**src/rtl/barrel_shifter_pkg.sv**
```systemverilog
// Shared types and sizing helpers for the pipelined barrel shifter.
package barrel_shifter_pkg;

    // Operation encoding. Values 3'b101..3'b111 are reserved and pass data through.
    typedef enum logic [2:0] {
        OP_SLL = 3'b000,
        OP_SRL = 3'b001,
        OP_SRA = 3'b010,
        OP_ROL = 3'b011,
        OP_ROR = 3'b100
    } op_e;

    // Number of log2 mux levels (also the shift-amount width).
    function automatic int calc_sw(input int width);
        return (width <= 2) ? 1 : $clog2(width);
    endfunction

    // Register stages: one after every lpr levels, the last level always registered.
    function automatic int calc_lat(input int sw, input int lpr);
        int lat;
        lat = (sw + lpr - 1) / lpr;
        return (lat < 1) ? 1 : lat;
    endfunction

endpackage

```
**src/rtl/pipelined_barrel_shifter_shift_level.sv**
```systemverilog
// One combinational mux level: optionally moves the word by a fixed 2^i positions.
module shift_level
    import barrel_shifter_pkg::*;
#(
    parameter int WIDTH = 32,
    parameter int AMT   = 1
) (
    input  logic [WIDTH-1:0] data,
    input  logic             en,
    input  logic [2:0]       op,
    output logic [WIDTH-1:0] result
);

    // Select the shifted/rotated word for this level, or pass through.
    always_comb begin
        // NOTE: default assignment first so every path drives result (no latch).
        result = data;
        if (en) begin
            case (op_e'(op))
                OP_SLL:  result = data << AMT;
                OP_SRL:  result = data >> AMT;
                OP_SRA:  result = $signed(data) >>> AMT;
                OP_ROL:  result = (data << AMT) | (data >> (WIDTH - AMT));
                OP_ROR:  result = (data >> AMT) | (data << (WIDTH - AMT));
                default: result = data;
            endcase
        end
    end

endmodule

```
**src/rtl/pipelined_barrel_shifter.sv**
```systemverilog
// Pipelined barrel shifter: log2 mux levels split into register stages,
// with a valid/ready handshake, collapsing bubbles and a carried tag.
module pipelined_barrel_shifter
    import barrel_shifter_pkg::*;
#(
    parameter int  WIDTH          = 32,
    parameter int  LEVELS_PER_REG = 2,
    parameter int  TAG_W          = 4,
    localparam int SW             = calc_sw(WIDTH),
    localparam int LAT            = calc_lat(SW, LEVELS_PER_REG)
) (
    input  logic             clk,
    input  logic             rst_n,
    input  logic             flush,
    input  logic             in_valid,
    output logic             in_ready,
    input  logic [WIDTH-1:0] in_data,
    input  logic [SW-1:0]    in_shift,
    input  logic [2:0]       in_op,
    input  logic [TAG_W-1:0] in_tag,
    output logic             out_valid,
    input  logic             out_ready,
    output logic [WIDTH-1:0] out_data,
    output logic [TAG_W-1:0] out_tag
);

    // Stage register contents.
    logic             stg_valid [LAT];
    logic [WIDTH-1:0] stg_data  [LAT];
    logic [SW-1:0]    stg_shift [LAT];
    logic [2:0]       stg_op    [LAT];
    logic [TAG_W-1:0] stg_tag   [LAT];
    logic             stg_adv   [LAT];

    // What feeds each stage: the input port for stage 0, else the previous stage.
    logic             src_valid [LAT];
    logic [WIDTH-1:0] src_data  [LAT];
    logic [SW-1:0]    src_shift [LAT];
    logic [2:0]       src_op    [LAT];
    logic [TAG_W-1:0] src_tag   [LAT];
    logic [WIDTH-1:0] nxt_data  [LAT];

    logic [WIDTH-1:0] lvl_in  [SW];
    logic [WIDTH-1:0] lvl_out [SW];

    for (genvar s = 0; s < LAT; s++) begin : g_stage
        localparam int LAST_LVL =
            (((s + 1) * LEVELS_PER_REG < SW) ? (s + 1) * LEVELS_PER_REG : SW) - 1;

        if (s == 0) begin : g_first
            assign src_valid[s] = in_valid;
            assign src_data[s]  = in_data;
            assign src_shift[s] = in_shift;
            assign src_op[s]    = in_op;
            assign src_tag[s]   = in_tag;
        end else begin : g_chain
            assign src_valid[s] = stg_valid[s-1];
            assign src_data[s]  = stg_data[s-1];
            assign src_shift[s] = stg_shift[s-1];
            assign src_op[s]    = stg_op[s-1];
            assign src_tag[s]   = stg_tag[s-1];
        end

        // A stage may load when empty or when its contents move on this cycle.
        if (s == LAT - 1) begin : g_out_adv
            assign stg_adv[s] = !stg_valid[s] || out_ready;
        end else begin : g_mid_adv
            assign stg_adv[s] = !stg_valid[s] || stg_adv[s+1];
        end

        assign nxt_data[s] = lvl_out[LAST_LVL];
    end

    for (genvar i = 0; i < SW; i++) begin : g_level
        localparam int S = i / LEVELS_PER_REG;

        if (i % LEVELS_PER_REG == 0) begin : g_head
            assign lvl_in[i] = src_data[S];
        end else begin : g_body
            assign lvl_in[i] = lvl_out[i-1];
        end

        shift_level #(
            .WIDTH (WIDTH),
            .AMT   (1 << i)
        ) u_level (
            .data   (lvl_in[i]),
            .en     (src_shift[S][i]),
            .op     (src_op[S]),
            .result (lvl_out[i])
        );
    end

    // Stage registers: load on advance, drop all valids on flush.
    always_ff @(posedge clk or negedge rst_n) begin
        if (!rst_n) begin
            // NOTE: the stage payload registers are reset too, so out_data/out_tag read 0 out of reset.
            for (int s = 0; s < LAT; s++) begin
                stg_valid[s] <= 1'b0;
                stg_data[s]  <= '0;
                stg_shift[s] <= '0;
                stg_op[s]    <= '0;
                stg_tag[s]   <= '0;
            end
        end else begin
            // NOTE: non-blocking so each stage samples its predecessor's pre-edge value.
            for (int s = 0; s < LAT; s++) begin
                if (flush) begin
                    stg_valid[s] <= 1'b0;
                end else if (stg_adv[s]) begin
                    stg_valid[s] <= src_valid[s];
                    stg_data[s]  <= nxt_data[s];
                    stg_shift[s] <= src_shift[s];
                    stg_op[s]    <= src_op[s];
                    stg_tag[s]   <= src_tag[s];
                end
            end
        end
    end

    // The output stage's shift/op copies have no consumer; kept for a uniform stage layout.
    logic unused_ok;
    assign unused_ok = ^{stg_shift[LAT-1], stg_op[LAT-1]};

    assign in_ready  = flush || stg_adv[0];
    assign out_valid = stg_valid[LAT-1];
    assign out_data  = stg_data[LAT-1];
    assign out_tag   = stg_tag[LAT-1];

endmodule
```
**config.mk**
```make
export PLATFORM = sky130hd
export DESIGN_NAME = pipelined_barrel_shifter
export DESIGN_NICKNAME = d
export VERILOG_FILES = /design/src/rtl/barrel_shifter_pkg.sv /design/src/rtl/pipelined_barrel_shifter_shift_level.sv /design/src/rtl/pipelined_barrel_shifter.sv
export SDC_FILE = /design/constraint.sdc
export NUM_CORES = 1
export LEC_CHECK = 0
export BUFFER_PORTS_ARGS = -buffer_cell sky130_fd_sc_hd__buf_2
export CAP_MARGIN = 20
export CORE_UTILIZATION = 60
export CTS_BUF_LIST = sky130_fd_sc_hd__clkbuf_8 sky130_fd_sc_hd__clkbuf_16
export DETAILED_ROUTE_END_ITERATION = 16
export PLACE_DENSITY = 0.77
export SLEW_MARGIN = 20
export SYNTH_ARGS = -nofsm -noshare
export SYNTH_HDL_FRONTEND = slang
export SYNTH_SLANG_ARGS = --single-unit
```
**constraint.sdc**
```tcl
create_clock -name clk -period 3.29 [get_ports clk]
set_clock_uncertainty 0.1 [all_clocks]
set_input_delay 0 -clock clk [delete_from_list [all_inputs] [get_ports clk]]
set_output_delay 0 -clock clk [all_outputs]
set_load 0.02 [all_outputs]
```
==> qor.txt <==
clock power share -> 0.315
die span in y -> 128 µm
later-pin clock latency in the skew report -> 430 ps
NetSw -> 2.29 mW
worst hold path type -> in2reg
Tmin final -> 2990 ps
Worst-path clk slew -> 60 ps
Max Cap Viol -> 0
GRT Util Overall -> 0.413
CP cell instances -> dlygate4sd3_1 -> buf_2 -> nand2_1 -> buf_4 -> a2111oi_0 -> o21ai_0 -> o211ai_1 -> dlygate4sd3_1
logic gate share of total power -> 0.323
PnR worst setup slack -> 304 ps
CTS resizes -> 0
Max Clk Rate -> 335 MHz
Slowest Stage Delay on Critical Path -> 610 ps
antenna violations before repair -> 0
die area -> 16,300 µm²
final setup vio count -> 0
fin crit share -> 0.908
Routed wire per std cell -> 22.3 µm
Layout area overhead -> 14.9%
detailed placement HPWL -> 22,500 µm
antenna cell count -> 0
port bufs -> 86
Clock Root Buffer -> clkbuf_16
grt ovf -> 0
RSZ-0062 raised after global routing -> false
Seq pwr share -> 0.362
Critical Path RT -> 3550 ps
first-pass GRT wire length -> 52,000 µm
Slew @ Worst Pin -> 922 ps
fraction of layout cells with a size suffix above 1 -> 0.167
P_leak -> 4.43 nW
post-route ant nets -> 0
nets -> 1,309
vias in the first global route -> 9,500
peak supply drop -> 395 µV
initial drt markers -> 1,261
Synth Net Count -> 1,263
Sw Ratio -> 0.385
starting density of the core -> 0.618
setup slack at placement -> 570 ps
setup bufs post-CTS -> 0
Yosys warning count -> 0
Max FO, Critical Path -> 20
Synth Instances -> 1,214
cells on worst reg2reg path -> 6
CP Capture Type -> register
CTS sink cnt -> 121
setup_tns -> 0 ps
synthesized area per cell -> 7.79 µm²
min-delay src -> in_data[7]
Synth Flop Type -> dfrtp_1
pin count of the biggest net entering global routing -> 71
CTS tree -> built
Int Pwr -> 3.65 mW
post-layout power -> 5.94 mW
synthesis-stage register bit count -> 121
FF-to-FF Start -> out_valid
status -> completed
final WL -> 33,100 µm
Worst R2R End -> lvl_in[89]
Top Ports -> 87
Die X -> 128 µm
DR vias/cell -> 7.00
arrival time of the worst setup path -> 3250 ps
commonest non-fill, non-tap cell in the layout -> nand2_1
Post-synth EDFFs -> 0
GP Congestion -> 1.01
synth unique cells -> 73
reg-to-reg slack, setup -> 440 ps
drt drc -> 0
WHS Path Cells -> 5
routed vias -> 10,400
power per cell area -> 546 nW/µm²
cell row count -> 45
slew margin rel. -> 0.385
Mapped Area -> 9460 µm²
TritonRoute pass-1 iters -> 6
async set or reset register ratio after synthesis -> 1.00
critical path type -> in2reg
TritonCTS buffer count -> 17
worst hold endpoint -> lvl_in[70]
commonest cells after routing, fill and taps aside -> nand2_1, nor2_1, dfrtp_1
Final Max Tran Viols -> 0
CORE AREA -> 15,300 µm²
Final Hold Violating Endpoints -> 0
Worst setup SP type -> input pin
Seq/Total Area, Yosys -> 0.320
CP most frequent cell -> dlygate4sd3_1
CTS H-tree lvls -> 4
maximum root-to-sink buffer count -> 2
Worst path slowest cell -> nand2_1
fin util -> 0.710
-- how the worst max path moves through the flow --
stage              start         end  cells past startpoint
2_1_floorplan  src_op[4]  lvl_in[14]                      7
3_3_place_gp   src_op[3]  lvl_in[24]                      5
3_5_place_dp   src_op[3]  lvl_in[24]                      5
4_1_cts         in_op[1]  lvl_in[89]                      8
5_1_grt         in_op[0]  lvl_in[89]                      8
6_report        in_op[0]  lvl_in[89]                      8
-- kinds of logic (layout without fill, tap and decap cells) --
kind of cell | count (synthesis) | in the layout | synth area share
simple gates | 471 | 471 | 0.231
compound gates | 421 | 421 | 0.315
buf+inv | 144 | 203 | 0.0685
flops | 121 | 121 | 0.320
mux | 46 | 46 | 0.0528
xor+xnor | 6 | 6 | 0.00793
fa+ha+maj | 5 | 5 | 0.00529
-- layout make-up --
cell class	count	area [µm²]
sequential	121	3030
inverter	8	30.0
timing repair buffer	163	1160
clock buffer	17	425
multi-input combinational	949	5800
clock inverter	15	170
fill	1245	4440
tap	211	264
-- critical path, delay by kind of cell --
kind / cells / cell delay [ps]
AOI/OAI and AO/OA: 3 / 760
buffers and inverters: 4 / 1870
and+or+nand+nor: 1 / 610
-- power groups by stage --
stage	sequential, mW	combinational, mW	clock (mW)
final	2.15	1.92	1.87
after detailed placement	2.15	1.82	0
after global routing	2.17	2.07	1.96
after CTS	2.13	1.87	1.88
after global placement	2.14	1.80	0
after floorplan	2.13	1.20	0
-- per-layer routing --
| layer | vias up | track usage | routed length, µm |
|---|---|---|---|
| met5 | - | 0 | 0 |
| met3 | 131 | 0.0771 | 3250 |
| met1 | 4904 | 0.532 | 12700 |
| met2 | 706 | 0.660 | 15300 |
| met4 | 0 | 0.228 | 1760 |
| li1 | 4645 | - | - |
-- stage by stage --
step / std cells / instance area [µm²] / hold slack, ps
6_report: 1484 / 10900 / 17.1
5_1_grt: 1484 / 10900 / 41.6
4_1_cts: 1484 / 10900 / 0.645
3_5_place_dp: 1409 / 9850 / 70.0
3_3_place_gp: 1409 / 9850 / 60.6
2_1_floorplan: 1214 / 9460 / -396
-- sequential cells by signal, summed over array words and instances (netlist names) --
register	cells
lvl_in	64
src_shift	4
src_op	6
src_valid	2
out_tag	4
out_data	32
src_tag	8
out_valid	1
-- Yosys cell counts, drive strengths merged, types with 8 or more instances --
cell | number | area (µm²)
o211ai | 9 | 67.6
nand2b | 14 | 87.6
dfrtp | 121 | 3030
nand3 | 24 | 120
a221o | 15 | 150
mux2 | 28 | 319
a22oi | 9 | 67.6
nor2b | 30 | 188
and3 | 11 | 68.8
a32oi | 12 | 105
a31oi | 20 | 125
mux2i | 18 | 180
or2 | 9 | 56.3
and2 | 11 | 68.8
o21ai | 49 | 249
nor2 | 138 | 523
a221oi | 42 | 380
inv | 8 | 30.0
nor3b | 11 | 93.8
clkbuf | 75 | 282
buf | 61 | 337
o32ai | 11 | 96.3
o31ai | 17 | 128
o22ai | 52 | 325
nand2 | 184 | 691
o221a | 9 | 101
a32o | 13 | 130
a2111oi | 14 | 123
a211oi | 15 | 118
a21oi | 95 | 475
-- what timing repair did --
item                                   CTS  global route
endpoints found under the hold margin   95             0
hold buffers                            43             0
setup endpoints to repair                0             0
Power figures use the tool's default switching activity.
